--- config.mk ---
export PLATFORM = sky130hd
export DESIGN_NAME = uart_auth_rx
export DESIGN_NICKNAME = d
export VERILOG_FILES = /design/src/rtl/uart_auth_rx.sv
export SDC_FILE = /design/constraint.sdc
export NUM_CORES = 1
export LEC_CHECK = 0
export CELL_PAD_IN_SITES_DETAIL_PLACEMENT = 1
export CELL_PAD_IN_SITES_GLOBAL_PLACEMENT = 1
export CORE_MARGIN = 3
export CORE_UTILIZATION = 50
export CTS_CLUSTER_SIZE = 30
export DETAILED_ROUTE_END_ITERATION = 10
export PLACE_DENSITY = 0.82
export SLEW_MARGIN = 20
export SYNTH_ARGS = -nofsm -noshare
export SYNTH_HDL_FRONTEND = slang
export SYNTH_SLANG_ARGS = --single-unit
export TNS_END_PERCENT = 50
--- constraint.sdc ---
create_clock -name clk -period 4.4 [get_ports clk]
set_input_delay 0.66 -clock clk [delete_from_list [all_inputs] [get_ports clk]]
set_output_delay 0.66 -clock clk [all_outputs]
set_load 0.03 [all_outputs]
--- src/rtl/uart_auth_rx.sv ---
// 8N1 UART receiver feeding the rider authorization FSM that gates motor power.
// 'G' enables power; 'S' disables it immediately if no rider is present, otherwise once the rider steps off.
module uart_auth_rx #(
    parameter int          BAUD_DIV = 2604,
    parameter logic [7:0]  CMD_GO   = 8'h47,
    parameter logic [7:0]  CMD_STOP = 8'h53
) (
    input  logic       clk,
    input  logic       rst,
    input  logic       RX,
    input  logic       rider_off,
    output logic       pwr_up,
    output logic [7:0] rx_data,
    output logic       rx_rdy,
    output logic       frm_err
);

    typedef enum logic [1:0] {RX_IDLE, RX_START, RX_DATA, RX_STOP} rx_state_t;
    typedef enum logic [1:0] {AUTH_OFF, AUTH_PWR1, AUTH_PWR2} auth_state_t;

    // Counter runs N-1 down to 0, so each bit period is exactly BAUD_DIV clocks.
    localparam logic [11:0] BIT_RELOAD  = 12'(BAUD_DIV - 1);
    localparam logic [11:0] HALF_RELOAD = 12'(BAUD_DIV / 2 - 1);

    logic        rx_meta_q, rx_meta_d;
    logic        rx_sync_q, rx_sync_d;
    rx_state_t   rx_state_q, rx_state_d;
    logic [11:0] cnt_q, cnt_d;
    logic [2:0]  bit_idx_q, bit_idx_d;
    logic [7:0]  shift_q, shift_d;
    logic [7:0]  rx_data_q, rx_data_d;
    logic        rx_rdy_q, rx_rdy_d;
    logic        frm_err_q, frm_err_d;
    auth_state_t auth_q, auth_d;
    logic        pwr_up_q, pwr_up_d;

    logic baud_tick;
    logic cmd_go;
    logic cmd_stop;

    assign baud_tick = (cnt_q == 12'd0);
    assign cmd_go    = rx_rdy_q && (rx_data_q == CMD_GO);
    assign cmd_stop  = rx_rdy_q && (rx_data_q == CMD_STOP);

    always_comb begin
        rx_meta_d  = RX;
        rx_sync_d  = rx_meta_q;
        rx_state_d = rx_state_q;
        cnt_d      = cnt_q;
        bit_idx_d  = bit_idx_q;
        shift_d    = shift_q;
        rx_data_d  = rx_data_q;
        rx_rdy_d   = 1'b0;
        frm_err_d  = 1'b0;

        case (rx_state_q)
            RX_IDLE: begin
                if (!rx_sync_q) begin
                    rx_state_d = RX_START;
                    cnt_d      = HALF_RELOAD;
                end
            end
            RX_START: begin
                if (!baud_tick) begin
                    cnt_d = cnt_q - 12'd1;
                end else if (rx_sync_q) begin
                    rx_state_d = RX_IDLE;
                end else begin
                    rx_state_d = RX_DATA;
                    cnt_d      = BIT_RELOAD;
                    bit_idx_d  = 3'd0;
                end
            end
            RX_DATA: begin
                if (!baud_tick) begin
                    cnt_d = cnt_q - 12'd1;
                end else begin
                    shift_d   = {rx_sync_q, shift_q[7:1]};
                    cnt_d     = BIT_RELOAD;
                    bit_idx_d = bit_idx_q + 3'd1;
                    if (bit_idx_q == 3'd7) begin
                        rx_state_d = RX_STOP;
                    end
                end
            end
            RX_STOP: begin
                if (!baud_tick) begin
                    cnt_d = cnt_q - 12'd1;
                end else begin
                    rx_state_d = RX_IDLE;
                    if (rx_sync_q) begin
                        rx_data_d = shift_q;
                        rx_rdy_d  = 1'b1;
                    end else begin
                        frm_err_d = 1'b1;
                    end
                end
            end
            default: rx_state_d = RX_IDLE;
        endcase
    end

    // In PWR2 the rider leaving outranks a simultaneous 'G'.
    always_comb begin
        auth_d = auth_q;
        case (auth_q)
            AUTH_OFF: begin
                if (cmd_go) auth_d = AUTH_PWR1;
            end
            AUTH_PWR1: begin
                if (cmd_stop) auth_d = rider_off ? AUTH_OFF : AUTH_PWR2;
            end
            AUTH_PWR2: begin
                if (rider_off)   auth_d = AUTH_OFF;
                else if (cmd_go) auth_d = AUTH_PWR1;
            end
            default: auth_d = AUTH_OFF;
        endcase
        pwr_up_d = (auth_d != AUTH_OFF);
    end

    always_ff @(posedge clk or posedge rst) begin
        if (rst) begin
            rx_meta_q  <= 1'b1;
            rx_sync_q  <= 1'b1;
            rx_state_q <= RX_IDLE;
            cnt_q      <= 12'd0;
            bit_idx_q  <= 3'd0;
            shift_q    <= 8'h00;
            rx_data_q  <= 8'h00;
            rx_rdy_q   <= 1'b0;
            frm_err_q  <= 1'b0;
            auth_q     <= AUTH_OFF;
            pwr_up_q   <= 1'b0;
        end else begin
            rx_meta_q  <= rx_meta_d;
            rx_sync_q  <= rx_sync_d;
            rx_state_q <= rx_state_d;
            cnt_q      <= cnt_d;
            bit_idx_q  <= bit_idx_d;
            shift_q    <= shift_d;
            rx_data_q  <= rx_data_d;
            rx_rdy_q   <= rx_rdy_d;
            frm_err_q  <= frm_err_d;
            auth_q     <= auth_d;
            pwr_up_q   <= pwr_up_d;
        end
    end

    assign pwr_up  = pwr_up_q;
    assign rx_data = rx_data_q;
    assign rx_rdy  = rx_rdy_q;
    assign frm_err = frm_err_q;

endmodule

==> metrics <==
top cell type's share of synthesized area=42.94%; area post-placement=0.002384 sq mm; antenna violations before repair=0; CP max-delay cell=nor4_2; switching share of total power=21.37%; Unique masters post-synth=51; CP Buf/Inv Count=1; Seq/Total Area, Yosys=45.31%; Setup TNS Final=0 ns; Worst Path Required=4.58 ns; Sink Count=40; cts hold-fix bufs=0; mean routed wirelength per cell=21.68 microns; CTS tree=yes; r2r setup slk=1.38 ns; htree depth=2; FFs w/ async S/R, synth=100.0%; die footprint=0.005264 sq mm; # Max-Cap Violations=0; top cell type by total area after synthesis=dfrtp_1; Seq cells post-synth=40; RSZ-0062 raised after global routing=no; fin area=0.002477 sq mm; vias per std cell=6.760; Synth-to-Final Area Change=11.86%; clock skew=0.004313 ns; share of post-route cells with drive strength above 1=14.93%; Crit Path Class=reg2reg; worst-path cell chain=inv_1 -> ha_1 -> or4b_4 -> nor4_2 -> or2_1 -> mux2_1; outcome=finished, final reports clean; syn_area_per_cell=10.70 sq um; Die X=72.55 microns; min-delay src=rx_meta_q; total track usage=23.43%; slowest stage delay, CP=0.91 ns; vias post-DR=1832; Clk pwr share=39.8%; syn_nets=220; Top Metal Used=met4; initial core utilization=53.44%; CP Launch Type=flop; met3 wire len=290 microns; Post-CTS Setup Bufs=0; clock transition at the registers of the reported paths=0.08 ns; Final Slew Violations=0; global route overflow=0; final hold vios=0; vias in the first global route=1877; Inst Count DP=263; Levels on crit path=6; Post-Syn Area=0.002215 sq mm; worst setup path start=cnt_q[0]; Die Ht=72.55 microns; dominant synthesized flop cell=dfrtp_1; Top Ports=15; nets@finish=233; quantity of gates resized following cts=0; cells after synthesis=207; period utilization=68.64%; CP Capture Type=flop; Peak Freq=331.1 MHz; worst vdd ir=236.6 uV; hpwl dp=4.105 mm; EDFF count, synth=0; Arrival @ worst endpoint=3.20 ns; Final Setup Violations=0; dominant delay contributor by cell family on the critical path=simple AND/OR/NAND/NOR gates; FF-to-FF path depth=6; peak fanout along the critical path=11; First-pass DRT Iterations=4; Worst Hold Class=reg2reg; clk_lat worst skew=0.29 ns; DRT iter0 DRCs=110; Worst-Margin Slew=1.017 ns; met2 routed WL=2.960 mm; largest net degree at the start of global routing=28; I/O Buffers=14; Final ANT Viol Nets=0; top cell types by occurrence after synthesis=dfrtp_1, mux2_2, inv_1, nor3_1, o21ai_0; Root Driver=clkbuf_8; top post-synthesis cells by area=dfrtp_1, mux2_2, ha_1; Post-Route M1 WL=2.536 mm; Logic pwr share=2.1%; Core ar.=0.004144 sq mm; routability cong.=0.9101; Num CTS Buffers=5; Sequential Power Share=58.1%; min Tclk post-route=3.020 ns; CTS max path bufs=2; final cell count without fillers=271; Psw=0.1361 mW; worst hold stages=0; power density cells=257.0 mW/mm^2; total power=0.6368 mW; Reg-to-Reg Start=cnt_q[0]; internal power=0.5007 mW; antenna fix cells=0; FP Rows=23; first-pass GRT wire length=9.528 mm; count leader, synth=dfrtp_1; LEAKAGE=0.9892 nW; Relative slew margins=31.66%; final WL=5.875 mm; DRC errors left=0; Ys Warns=0
[worst register-to-register path, stage by stage (launching register included)]
cell and delay, ns:
dfrtp_1 0.40, inv_1 0.12, ha_1 0.17, or4b_4 0.50, nor4_2 0.91, or2_1 0.45, mux2_1 0.36
[power groups by stage]
stage	sequential (mW)	combinational, mW	clock, mW
after floorplan	0.377	0.00733	0
after global placement	0.377	0.0131	0
after detailed placement	0.377	0.0139	0
after CTS	0.370	0.0140	0.258
after global routing	0.370	0.0152	0.277
final	0.370	0.0134	0.253
[final timing paths]
kind / endpoint
max: cnt_q[1]
min: rx_sync_q
max reg2reg: cnt_q[1]
min reg2reg: rx_sync_q
max in group asynchronous: cnt_q[8]
min in group asynchronous: auth_q[1]
[sequential cells by signal (all words and copies together) (netlist names), named ones only]
signal,cells
auth_q,2
bit_idx_q,3
cnt_q,12
frm_err,1
pwr_up,1
rx_data,8
rx_meta_q,1
rx_rdy,1
rx_state_q,1
rx_sync_q,1
shift_q,8
[cell type report]
| class | instances | area [sq um] |
|---|---|---|
| well taps | 50 | 62.56 |
| multi-input cells | 146 | 1125 |
| flip-flops and latches | 40 | 1003 |
| clock inverters | 1 | 7.507 |
| clock buffers | 7 | 86.33 |
| inverters | 12 | 45.04 |
| fillers | 445 | 1667 |
| repair buffers | 15 | 147.6 |
[metrics by stage]
| step | hold WS [ns] | utilization (%) | setup WS, ns |
|---|---|---|---|
| final | 0.3584 | 59.78 | 1.380 |
| after global placement | 0.3488 | 57.52 | 1.603 |
| after detailed placement | 0.3484 | 57.52 | 1.398 |
| after global routing | 0.3637 | 59.78 | 1.250 |
| after CTS | 0.3592 | 59.78 | 1.406 |
| after floorplan | 0.3452 | - | 2.331 |
[cell usage in the layout, fill, tap and decap left out, drive strengths merged, types with 3 or more instances in the layout]
cell	synthesis	layout
and2	3	3
a31oi	9	9
o31ai	4	4
nand2b	3	3
a21oi	6	6
a211oi	6	6
nor4	7	7
nand3b	4	4
ha	9	9
o22a	5	5
dfrtp	38	38
nor2	9	9
o21ai	10	10
mux2	17	17
nand3	8	8
clkbuf	6	7
nor2b	3	3
clkdlybuf4s50	0	14
o211ai	3	3
nand4b	3	3
nor3	11	11
inv	12	11
[per-layer routing]
| layer | GRT usage [%] | vias to the layer above |
|---|---|---|
| met4 | 6.967 | 0 |
| met5 | 0 | - |
| met3 | 4.709 | 11 |
| met1 | 30.67 | 931 |
| met2 | 39.18 | 66 |
| li1 | - | 824 |
[kinds of logic (layout without fill, tap and decap cells)]
logic type      after synthesis  in the layout  synth area share, %
compound gates               57             57                17.80
fa+ha+maj                     9              9                5.085
flops                        40             40                45.31
simple gates                 63             63                19.27
buf+inv                      21             35                3.898
mux                          17             17                8.644
No activity file was read; power rests on OpenSTA's default activity.
